### config.mk
export PLATFORM = sky130hd
export DESIGN_NAME = mux_2x1_rr_ctrl
export DESIGN_NICKNAME = d
export VERILOG_FILES = /design/src/rtl/mux_2x1_rr_ctrl.sv
export SDC_FILE = /design/constraint.sdc
export NUM_CORES = 1
export LEC_CHECK = 0
export BUFFER_PORTS_ARGS = -buffer_cell sky130_fd_sc_hd__buf_2
export CAP_MARGIN = 20
export CORE_AREA = 2 2 71 73
export CTS_CLUSTER_SIZE = 28
export DETAILED_ROUTE_END_ITERATION = 7
export DIE_AREA = 0 0 73 75
export PLACE_DENSITY = 0.84
export SYNTH_ARGS = -nofsm -noshare
export SYNTH_HDL_FRONTEND = slang
export SYNTH_SLANG_ARGS = --single-unit
### constraint.sdc
create_clock -name clk -period 5.7 [get_ports clk]
set_input_delay 0.285 -clock clk [delete_from_list [all_inputs] [get_ports clk]]
set_output_delay 0.285 -clock clk [all_outputs]
set_load 0.01 [all_outputs]
### src/rtl/mux_2x1_rr_ctrl.sv
// Round-robin burst arbiter sharing one 2:1 datapath mux between two requesters,
// with a one-entry registered output stage and valid/ready handshake.
module mux_2x1_rr_ctrl #(
    parameter int DATA_WIDTH     = 32,
    parameter int COMMMAND_WIDTH = 1,
    parameter int BURST_WIDTH    = 4
) (
    input  logic                      clk,
    input  logic                      rst_n,
    input  logic [1:0]                i_valid,
    input  logic [2*DATA_WIDTH-1:0]   i_data_bus,
    output logic [1:0]                o_ready,
    input  logic [BURST_WIDTH-1:0]    i_burst_len,
    output logic                      o_valid,
    output logic [DATA_WIDTH-1:0]     o_data_bus,
    input  logic                      i_ready,
    output logic                      o_en,
    output logic [COMMMAND_WIDTH-1:0] o_cmd
);

    // state      | meaning
    // IDLE       | no grant; arbitrating between pending requests
    // GRANT_LOW  | low branch owns the mux for up to burst_q beats
    // GRANT_HIGH | high branch owns the mux for up to burst_q beats
    typedef enum logic [1:0] {
        IDLE       = 2'd0,
        GRANT_LOW  = 2'd1,
        GRANT_HIGH = 2'd2
    } state_t;

    state_t                  state;
    state_t                  state_nxt;
    logic                    last_grant;   // 1 = high branch was granted last
    logic                    new_grant;
    logic [BURST_WIDTH-1:0]  beat_cnt;
    logic [BURST_WIDTH-1:0]  burst_q;
    logic                    can_load;
    logic                    xfer;
    logic                    last_beat;
    logic [DATA_WIDTH-1:0]   sel_data;

    assign can_load   = !o_valid || i_ready;
    assign o_ready[0] = (state == GRANT_LOW)  && can_load;
    assign o_ready[1] = (state == GRANT_HIGH) && can_load;
    assign xfer       = |(i_valid & o_ready);
    assign last_beat  = (beat_cnt == burst_q - BURST_WIDTH'(1));

    assign sel_data = (state == GRANT_HIGH) ? i_data_bus[2*DATA_WIDTH-1:DATA_WIDTH]
                                            : i_data_bus[DATA_WIDTH-1:0];

    assign o_en  = (state != IDLE);
    assign o_cmd = COMMMAND_WIDTH'(state == GRANT_HIGH);

    // Release re-arbitrates in the same edge so back-to-back bursts have no bubble.
    always_comb begin
        state_nxt = state;
        new_grant = 1'b0;
        case (state)
            IDLE: begin
                case (i_valid)
                    2'b01: begin
                        state_nxt = GRANT_LOW;
                        new_grant = 1'b1;
                    end
                    2'b10: begin
                        state_nxt = GRANT_HIGH;
                        new_grant = 1'b1;
                    end
                    2'b11: begin
                        state_nxt = last_grant ? GRANT_LOW : GRANT_HIGH;
                        new_grant = 1'b1;
                    end
                    default: state_nxt = IDLE;
                endcase
            end
            GRANT_LOW: begin
                if (!i_valid[0] || (xfer && last_beat)) begin
                    if (i_valid[1]) begin
                        state_nxt = GRANT_HIGH;
                        new_grant = 1'b1;
                    end else if (i_valid[0]) begin
                        state_nxt = GRANT_LOW;
                        new_grant = 1'b1;
                    end else begin
                        state_nxt = IDLE;
                    end
                end
            end
            GRANT_HIGH: begin
                if (!i_valid[1] || (xfer && last_beat)) begin
                    if (i_valid[0]) begin
                        state_nxt = GRANT_LOW;
                        new_grant = 1'b1;
                    end else if (i_valid[1]) begin
                        state_nxt = GRANT_HIGH;
                        new_grant = 1'b1;
                    end else begin
                        state_nxt = IDLE;
                    end
                end
            end
            default: state_nxt = IDLE;
        endcase
    end

    always_ff @(posedge clk or negedge rst_n) begin
        if (!rst_n) begin
            state      <= IDLE;
            last_grant <= 1'b1;
            beat_cnt   <= '0;
            burst_q    <= BURST_WIDTH'(1);
        end else begin
            state <= state_nxt;
            if (new_grant) begin
                beat_cnt   <= '0;
                burst_q    <= (i_burst_len == '0) ? BURST_WIDTH'(1) : i_burst_len;
                last_grant <= (state_nxt == GRANT_HIGH);
            end else if (xfer) begin
                beat_cnt <= beat_cnt + BURST_WIDTH'(1);
            end
        end
    end

    always_ff @(posedge clk or negedge rst_n) begin
        if (!rst_n) begin
            o_valid    <= 1'b0;
            o_data_bus <= '0;
        end else if (xfer) begin
            o_valid    <= 1'b1;
            o_data_bus <= sel_data;
        end else if (i_ready) begin
            o_valid <= 1'b0;
        end
    end

endmodule
==> metrics.txt <==
Vias=1943; Post-Syn Area=0.00229 sq mm; most common cell after layout, fill and taps aside=buf_2; setup TNS=0 ps; multi-input logic area=0.00114 sq mm; final WL=5.07 mm; Overall Power=1.64 mW; Initial DRC Count=103; fill cell count=373; critical path arrival=2690 ps; GR Overflow Total=0; drt drc=0; pwr dens=546 mW/mm^2; CTS tree=done; largest net degree at the start of global routing=46; Final Hold Fails=0; Seq pwr share=33.9%; FF+latch area=0.00110 sq mm; layout cells sized above 1=39.3%; RSZ-0062 raised after global routing=no; worst hold path type=in2reg; WP data required=5860 ps; hold_sp=i_burst_len[2]; post-synthesis cell count=221; Pre-antenna DRT Iters=4; FP Rows=25; cts hold-fix bufs=0; gr usage total=19.5%; Synth cell types=32; worst setup margin=3180 ps; CP Launch Point=state[1]$_DFF_PN0_; Core ar.=0.00466 sq mm; NetSw=0.688 mW; root buffer cell=clkbuf_8; Die Y=75 microns; min Tclk post-route=2520 ps; Max-Cap Viols=0; VDD IR max=0.215 mV; Logic pwr share=54.1%; largest fanout on the critical path=45; Tightest Pin Transition=875 ps; Sw Ratio=41.8%; critical path type=reg2reg; syn avg cell area=10.4 sq um; final net count=409; P&R area growth vs syn=31.3%; post-synth top area cell=dfrtp_1; clock sinks=44; antenna violations before repair=0; max_slew headroom=41.5%; number of global-route vias before repair=1858; H-tree lvl count=2; Die Wd=73 microns; FF-to-FF Start=state[1]$_DFF_PN0_; n_diodes=0; top cells by area, synth=dfrtp_1 (46%), mux2i_1 (15%), nor2_1 (7.2%); CP Capture Type=flop; Hold Crit Endpoint=burst_q[2]$_DFFE_PN0P_; most frequent cells in the layout=buf_2 (109), nor2_1 (43), dfrtp_1 (42), mux2i_1 (34), a21oi_1 (32); Clk pwr share=12.0%; Post-Syn Nets=300; count of input and output buffers=109; YS warnings=0; Detailed Place HPWL=3.81 mm; Starting Density=49.2%; RR Endpoint=beat_cnt[3]$_DFFE_PN0P_; worst-case register-to-register setup slack=3180 ps; post-synth top area share=45.9%; Num CTS Buffers=5; status=finished, final reports clean; first-pass GRT wire length=8.16 mm; Setup violations, final=0; Final Util=64.5%; Worst-Skew Late Latency=290 ps; Final Skew=3.77 ps; final worst-path cycle share=44.3%; Resized Gates After CTS=0; WHS=237 ps; crit path launch type=flop; fmax=396 MHz; Wirelength per Cell=13.2 microns; Clock Path Buffers=2; Max Slew Vio Count=0; Post-DRT Antenna Nets=0; worst hold stages=2; vias per cell=5.05; I/O Pins=110; R2R depth=8; sequential share of the synthesized area=48.2%; Worst-path clk slew=80 ps; leak pwr=1.44 nW; Int Power=0.956 mW; full die area=0.00548 sq mm; Seq cells post-synth=44; GPL Wtd Cong=0.846; postcts setup bufs=0; Setup Slack @ Placement=3160 ps
-- worst max-delay path, cell delays in order (launching register included) --
cell and delay, ps:
dfrtp_1 420, inv_1 100, ha_1 230, a22oi_2 170, nor2_4 720, buf_4 390
nand4_1 140, xor2_1 150, nor2_1 60
-- final cells by class --
type | instances | share of cell area, %
Multi-Input combinational cell | 161 | 37.8
Sequential cell | 44 | 36.7
Timing Repair Buffer | 113 | 19.6
Clock buffer | 8 | 3.00
Tap cell | 54 | 2.25
Inverter | 5 | 0.624
-- through the flow --
stage	std cells	instance area, sq um
detailed placement	375	2890
floorplan	221	2290
finish	385	3010
global placement	375	2890
CTS	383	2980
global route	385	3010
-- layer usage --
layer,GRT usage (%),wire length (microns),vias to the layer above
li1,-,-,983
met1,24.9,2180,868
met2,31.8,2490,88
met3,5.62,369,4
met4,6.58,33,0
met5,0,0,-
-- flip-flops by register name (all words and copies together), names as in the netlist --
signal,flops
beat_cnt,4
burst_q,4
last_grant,1
o_data_bus,32
o_valid,1
state,2
-- synthesized netlist by cell type, drive strengths merged --
cell,instances
a21oi,32
ha,6
mux2,3
nor4,1
a22oi,1
dfstp,2
a31oi,1
nor3,2
mux2i,34
a311oi,2
and4,2
a221o,1
o22ai,2
o21a,2
o22a,1
xor2,4
a221oi,1
nand2b,1
inv,5
nand2,5
o31ai,1
dfrtp,42
nor2,44
o221ai,1
buf,5
nor2b,5
o21ai,1
clkbuf,6
nand4,1
xnor2,5
and2,2
-- cells by family (layout without fill, tap and decap cells) --
logic type | after synthesis | in the layout | synth area share (%)
AND/OR/NAND/NOR | 63 | 63 | 12.6
AO/OA/AOI/OAI | 46 | 46 | 13.1
flip-flops | 44 | 44 | 48.2
multiplexers | 37 | 37 | 16.8
buffers and inverters | 16 | 126 | 2.62
XOR/XNOR | 9 | 9 | 3.44
adder cells (fa/ha/maj) | 6 | 6 | 3.28
-- power groups by stage --
stage | logic, mW | clock network (mW) | registers (mW)
final | 0.889 | 0.197 | 0.558
after global routing | 0.991 | 0.216 | 0.575
after CTS | 0.898 | 0.200 | 0.559
after detailed placement | 0.897 | 0 | 0.561
after global placement | 0.864 | 0 | 0.557
after floorplan | 0.579 | 0 | 0.604
-- worst max path at each step --
stage	slack [ps]	endpoint	depth (start not counted)
finish	3180	beat_cnt[3]$_DFFE_PN0P_	8
global placement	3290	beat_cnt[3]$_DFFE_PN0P_	8
CTS	3140	beat_cnt[3]$_DFFE_PN0P_	8
detailed placement	3160	beat_cnt[3]$_DFFE_PN0P_	8
floorplan	3410	burst_q[1]$_DFFE_PN0P_	7
global route	2910	beat_cnt[3]$_DFFE_PN0P_	8
Note: power is estimated with default switching activity, not from simulation.
